### src/rtl/ppi_scan_pkg.sv
// Shared types and constants for the PPI key-matrix scanner.
package ppi_scan_pkg;

  localparam int ROW_W = 4;
  localparam logic [7:0] KEY_RELEASED = 8'hFF;

  typedef enum logic [2:0] {
    IDLE,
    DRIVE,
    SAMPLE,
    UPDATE,
    GAP
  } scan_state_t;

endpackage

### src/rtl/ppi_key_snapshot.sv
// Per-row storage for the key scanner: previous raw sample and debounced value,
// plus the registered PPI read port with write-through bypass.
module ppi_key_snapshot
  import ppi_scan_pkg::*;
#(
  parameter int ROWS = 11
) (
  input  logic             clk,
  input  logic             reset,
  input  logic [ROW_W-1:0] upd_row,
  input  logic             upd_en,
  input  logic             deb_en,
  input  logic [7:0]       upd_data,
  output logic [7:0]       prev_q,
  output logic [7:0]       deb_q,
  input  logic [ROW_W-1:0] rd_row,
  output logic [7:0]       rd_data
);

  logic [7:0] raw_prev  [ROWS];
  logic [7:0] debounced [ROWS];
  logic [7:0] rd_next;

  always_ff @(posedge clk or posedge reset) begin
    if (reset) begin
      for (int unsigned i = 0; i < ROWS; i++) begin
        raw_prev[i]  <= KEY_RELEASED;
        debounced[i] <= KEY_RELEASED;
      end
    end else begin
      if (upd_en) raw_prev[upd_row]  <= upd_data;
      if (deb_en) debounced[upd_row] <= upd_data;
    end
  end

  always_comb begin
    prev_q = raw_prev[upd_row];
    deb_q  = debounced[upd_row];
  end

  // A debounced write to the row being read this cycle is forwarded so the
  // PPI never sees the stale value.
  always_comb begin
    rd_next = KEY_RELEASED;
    if (int'(rd_row) < ROWS) begin
      if (deb_en && (upd_row == rd_row)) rd_next = upd_data;
      else                               rd_next = debounced[rd_row];
    end
  end

  always_ff @(posedge clk or posedge reset) begin
    if (reset) rd_data <= KEY_RELEASED;
    else       rd_data <= rd_next;
  end

endmodule

### src/rtl/ppi_key_scanner.sv
// Autonomous MSX key-matrix scanner: walks rows, debounces over two frames,
// serves PPI row reads from a snapshot and emits handshaked change events.
module ppi_key_scanner
  import ppi_scan_pkg::*;
#(
  parameter int ROWS          = 11,
  parameter int SETTLE_CYCLES = 24,
  parameter int FRAME_GAP     = 2048
) (
  input  logic             clk,
  input  logic             reset,
  input  logic             scan_enable,
  output logic [ROW_W-1:0] scan_row,
  input  logic [7:0]       scan_column,
  input  logic [ROW_W-1:0] key_matrix_row,
  output logic [7:0]       key_matrix_column,
  output logic             event_valid,
  input  logic             event_ready,
  output logic [ROW_W-1:0] event_row,
  output logic [7:0]       event_data,
  output logic             frame_done
);

  localparam int SET_W = (SETTLE_CYCLES > 1) ? $clog2(SETTLE_CYCLES) : 1;
  localparam int GAP_W = (FRAME_GAP > 1) ? $clog2(FRAME_GAP) : 1;
  localparam logic [ROW_W-1:0] LAST_ROW = ROW_W'(ROWS - 1);

  scan_state_t      state, state_d;
  logic [ROW_W-1:0] row, row_d;
  logic [SET_W-1:0] settle_cnt, settle_d;
  logic [GAP_W-1:0] gap_cnt, gap_d;
  logic [7:0]       sample, sample_d;
  logic [7:0]       prev_q, deb_q;
  logic             change, slot_free;
  logic             upd_en, deb_en, ev_load, frame_end;

  ppi_key_snapshot #(.ROWS(ROWS)) u_snapshot (
    .clk      (clk),
    .reset    (reset),
    .upd_row  (row),
    .upd_en   (upd_en),
    .deb_en   (deb_en),
    .upd_data (sample),
    .prev_q   (prev_q),
    .deb_q    (deb_q),
    .rd_row   (key_matrix_row),
    .rd_data  (key_matrix_column)
  );

  assign scan_row = row;

  always_ff @(posedge clk or posedge reset) begin
    if (reset) begin
      state      <= IDLE;
      row        <= '0;
      settle_cnt <= '0;
      gap_cnt    <= '0;
      sample     <= KEY_RELEASED;
      frame_done <= 1'b0;
    end else begin
      state      <= state_d;
      row        <= row_d;
      settle_cnt <= settle_d;
      gap_cnt    <= gap_d;
      sample     <= sample_d;
      frame_done <= frame_end;
    end
  end

  always_comb begin
    state_d   = state;
    row_d     = row;
    settle_d  = settle_cnt;
    gap_d     = gap_cnt;
    sample_d  = sample;
    upd_en    = 1'b0;
    deb_en    = 1'b0;
    ev_load   = 1'b0;
    frame_end = 1'b0;
    change    = (sample == prev_q) && (sample != deb_q);
    slot_free = !event_valid || event_ready;

    case (state)
      IDLE: begin
        if (scan_enable) begin
          row_d    = '0;
          settle_d = SET_W'(SETTLE_CYCLES - 1);
          state_d  = DRIVE;
        end
      end
      DRIVE: begin
        if (settle_cnt == '0) state_d = SAMPLE;
        else                  settle_d = settle_cnt - SET_W'(1);
      end
      SAMPLE: begin
        sample_d = scan_column;
        state_d  = UPDATE;
      end
      UPDATE: begin
        // Stall here (no array writes) until the event slot can take a new event.
        if (!(change && !slot_free)) begin
          upd_en   = 1'b1;
          deb_en   = change;
          ev_load  = change;
          settle_d = SET_W'(SETTLE_CYCLES - 1);
          if (row == LAST_ROW) begin
            frame_end = 1'b1;
            if (!scan_enable) begin
              state_d = IDLE;
            end else if (FRAME_GAP == 0) begin
              row_d   = '0;
              state_d = DRIVE;
            end else begin
              gap_d   = GAP_W'(FRAME_GAP - 1);
              state_d = GAP;
            end
          end else if (!scan_enable) begin
            state_d = IDLE;
          end else begin
            row_d   = row + ROW_W'(1);
            state_d = DRIVE;
          end
        end
      end
      GAP: begin
        if (!scan_enable) begin
          state_d = IDLE;
        end else if (gap_cnt == '0) begin
          row_d    = '0;
          settle_d = SET_W'(SETTLE_CYCLES - 1);
          state_d  = DRIVE;
        end else begin
          gap_d = gap_cnt - GAP_W'(1);
        end
      end
      default: state_d = IDLE;
    endcase
  end

  always_ff @(posedge clk or posedge reset) begin
    if (reset) begin
      event_valid <= 1'b0;
      event_row   <= '0;
      event_data  <= KEY_RELEASED;
    end else if (ev_load) begin
      event_valid <= 1'b1;
      event_row   <= row;
      event_data  <= sample;
    end else if (event_ready) begin
      event_valid <= 1'b0;
    end
  end

endmodule

### config.mk
export PLATFORM = sky130hd
export DESIGN_NAME = ppi_key_scanner
export DESIGN_NICKNAME = d
export VERILOG_FILES = /design/src/rtl/ppi_scan_pkg.sv /design/src/rtl/ppi_key_snapshot.sv /design/src/rtl/ppi_key_scanner.sv
export SDC_FILE = /design/constraint.sdc
export NUM_CORES = 1
export LEC_CHECK = 0
export BUFFER_PORTS_ARGS = -buffer_cell sky130_fd_sc_hd__buf_2
export CAP_MARGIN = 20
export CORE_MARGIN = 1
export CORE_UTILIZATION = 61
export DETAILED_ROUTE_END_ITERATION = 12
export GPL_TIMING_DRIVEN = 0
export MAX_ROUTING_LAYER = met4
export PLACE_DENSITY = 0.79
export SLEW_MARGIN = 20
export SYNTH_ARGS = -nofsm -noshare
export SYNTH_HDL_FRONTEND = slang
export SYNTH_SLANG_ARGS = --single-unit
### constraint.sdc
create_clock -name clk -period 7.1 [get_ports clk]
set_input_delay 0.355 -clock clk [delete_from_list [all_inputs] [get_ports clk]]
set_output_delay 0.355 -clock clk [all_outputs]
set_load 0.03 [all_outputs]
==> flow_summary.json <==
{
  "p_per_area_nw_per_um2": 222.3,
  "gp_congestion": 0.9733,
  "max_cap_violations": 0,
  "place_area_um2": 13030,
  "r2r-end": "u_snapshot.debounced[72]",
  "synth_edf_count": 0,
  "synth_cell_types": 69,
  "drt_iter0_drc": 706,
  "clkTransAtPathRegs_ns": 0.06,
  "skew_ns": 0.01686,
  "endpoint": "u_snapshot.debounced[72]",
  "finalPower_mw": 3.078,
  "drive_gt1_share_pct": 52.89,
  "synth_area_um2": 12430,
  "initial_core_util_pct": 63.06,
  "seq_area_frac_synth_pct": 48.10,
  "dieArea_um2": 20960,
  "grt_overflow": 0,
  "internal_power_mw": 2.254,
  "die_y_um": 144.8,
  "grt_pass1_wl_mm": 50.09,
  "cp_data_arrival_time_ns": 4.81,
  "worstMarginPinSlew_ns": 0.9743,
  "hold_class": "primary input to flip-flop",
  "drv_slew": 0,
  "clock_latency_ns": 0.53,
  "rrSetupSlack_ns": 2.74,
  "cts_tree": "done",
  "design_area_um2": 13850,
  "p_comb_share_pct": 12.7,
  "crit_cells": 13,
  "cp.required_ns": 7.56,
  "drc": 0,
  "viasPerCell": 6.556,
  "post_cts_buffers": 0,
  "r2r_start": "scan_row[1]",
  "synthTopCellsByArea": "dfstp_2, mux2_2, mux4_2",
  "yosysTopAreaCell": "dfstp_2",
  "syn_nets": 976,
  "grt_pass1_vias": 8468,
  "switching_power_mw": 0.8239,
  "nets": 1044,
  "p_seq_share_pct": 45.5,
  "peakVddDrop_uv": 165.4,
  "rsz0062_at_grt": "false",
  "post-route-period-util_pct": 61.35,
  "path_delay_family": "buffers and inverters",
  "grt_max_degree": 102,
  "slowest_stage": "clkbuf_1",
  "io_pins": 42,
  "ys.flop_type": "dfstp_2",
  "critPathKind": "flip-flop to flip-flop",
  "fin_crit_ns": 4.356,
  "status": "completed",
  "cp-end-kind": "flip-flop",
  "post_drt_wl_per_cell_um": 25.11,
  "cts_sinks": 229,
  "setup_viol": 0,
  "synthToLayoutAreaGrowth_pct": 11.38,
  "avgSynthCellArea_um2": 13.05,
  "path_max_fanout": 10,
  "crit_start": "scan_row[1]",
  "yosysMostFrequentCell": "dfstp_2",
  "antenna_found_initial": 0,
  "worst-path-buf-inv": 4,
  "core_um2": 19720,
  "n_antenna_cell": 0,
  "clockPowerShare_pct": 41.7,
  "die_x_um": 144.8,
  "reg2regPathDepth": 13,
  "sw_frac_of_total_pct": 26.77,
  "startpoint_type": "flip-flop",
  "vias": 8542,
  "cts_buffer_depth": 3,
  "cp_cell_sequence": "buf_2 -> clkbuf_1 -> clkbuf_1 -> nand2_1 -> o221ai_1 -> a22oi_1 -> xor2_1 -> o211ai_1 -> a21oi_1 -> nor4b_4 -> and3_1 -> buf_2 -> mux2_2",
  "htreeDepth": 1,
  "synth.top_cell.area_share_pct": 42.26,
  "routed_wl_mm": 32.71,
  "root_buffer": "clkbuf_16",
  "synthTopCellsByCount": "dfstp_2, mux2_2, mux2i_1",
  "finalHoldViolations": 0,
  "hpwl_mm": 22.05,
  "async_reset_ff_share_pct": 100.0,
  "netlist_instances": 953,
  "nFillCells": 1378,
  "port_buffers": 37,
  "ys_ff_latch": 229,
  "maxSlewHeadroom_pct": 35.05,
  "synth_warnings": 0,
  "grt_usage_pct": 33.94,
  "std_cell_rows": 51,
  "numCtsBuffers": 25,
  "ant_nets": 0,
  "slowest_delay_ns": 0.58,
  "max_freq_ghz": 0.2296,
  "power.leakage_nw": 5.668,
  "firstDrtPassIters": 5
}
[layout by cell type (no fill, tap or decap), types with 7 or more instances in the layout]
| master | n |
|---|---|
| nand2_1 | 32 |
| buf_6 | 7 |
| o31ai_1 | 7 |
| mux2_1 | 17 |
| a211o_1 | 8 |
| nor2_1 | 39 |
| nand3_1 | 8 |
| clkbuf_8 | 8 |
| xor2_1 | 10 |
| a22oi_1 | 10 |
| xnor2_1 | 10 |
| mux2i_1 | 60 |
| buf_2 | 53 |
| clkbuf_1 | 61 |
| dfstp_2 | 200 |
| ha_1 | 7 |
| nand3_2 | 7 |
| nor2b_1 | 16 |
| clkbuf_16 | 25 |
| mux2_2 | 147 |
| and3_1 | 16 |
| mux4_2 | 34 |
| mux2_4 | 40 |
| a21oi_1 | 30 |
| dfrtp_1 | 29 |
| inv_1 | 13 |
| o21ai_0 | 28 |
[power by group through the flow]
stage	logic [mW]	registers (mW)	clock network (mW)
2_1_floorplan	0.247	1.41	0
3_3_place_gp	0.373	1.41	0
3_5_place_dp	0.383	1.42	0
4_1_cts	0.386	1.40	1.30
5_1_grt	0.426	1.40	1.35
6_report	0.392	1.40	1.28
[metrics by stage]
stage / instances / setup slack, ns / util (%) / hold slack (ns) / setup TNS [ns]
after global placement: 1255 / -1.712 / 65.68 / 0.4742 / -48.69
after floorplan: 953 / 0.7998 / - / 0.4459 / 0
after CTS: 1303 / 2.902 / 70.24 / 0.05334 / 0
after global routing: 1303 / 2.570 / 70.24 / 0.06005 / 0
after detailed placement: 1258 / 2.934 / 66.06 / 0.3960 / 0
final: 1303 / 2.744 / 70.24 / 0.06382 / 0
[worst min path at each step]
stage | startpoint | end | slack (ns) | cells after the start
2_1_floorplan | gap_cnt[9] | gap_cnt[9] | 0.45 | 1
3_3_place_gp | gap_cnt[9] | gap_cnt[9] | 0.47 | 1
3_5_place_dp | reset | frame_done | 0.40 | 2
4_1_cts | scan_column[3] | sample[3] | 0.05 | 2
5_1_grt | scan_column[3] | sample[3] | 0.06 | 2
6_report | scan_column[3] | sample[3] | 0.06 | 2
[layer usage]
metal	up-vias	wire (um)	share of wire, %	track usage, %
met5	-	0	0	-
met4	0	1436	4.4	15.18
met3	101	2774	8.5	6.811
met2	399	14940	46	50.51
met1	4379	13560	41	45.15
li1	3663	-	-	-
[worst reg2reg max path, stage by stage, from the launching register on]
cell,delay [ns]
dfrtp_1,0.41
buf_2,0.22
clkbuf_1,0.55
clkbuf_1,0.58
nand2_1,0.10
o221ai_1,0.36
a22oi_1,0.19
xor2_1,0.18
o211ai_1,0.14
a21oi_1,0.16
nor4b_4,0.46
and3_1,0.25
buf_2,0.30
mux2_2,0.39
[cell families after synthesis]
kind of cell / share of synthesized area [%]
mux: 30.67
xor+xnor: 1.409
buf+inv: 3.844
compound gates: 7.768
simple gates: 7.507
flops: 48.10
fa+ha+maj: 0.7043
[sequential cells by signal, summed over array words and instances, names as in the netlist]
register and flops:
scan_row 4, state 3, event_valid 1, frame_done 1, u_snapshot.rd_data 8, event_row 4
event_data 8, settle_cnt 5, sample 8, u_snapshot.debounced 88, u_snapshot.raw_prev 88, gap_cnt 11
[cell type report]
type	count	area (um^2)	share of cell area (%)
inverters	15	63.81	0.4607
well taps	265	331.6	2.394
clock inverters	3	47.55	0.3433
flip-flops and latches	229	5981	43.18
clock buffers	41	765.7	5.529
repair buffers	41	257.7	1.861
multi-input cells	624	5981	43.18
plain buffers	85	421.7	3.045
[repair_timing]
| action | 4_1_cts | 5_1_grt |
|---|---|---|
| hold endpoints to repair | 23 | 0 |
| gates resized for setup | 0 | 0 |
| hold buffers | 1 | 0 |
Power figures use the tool's default switching activity.
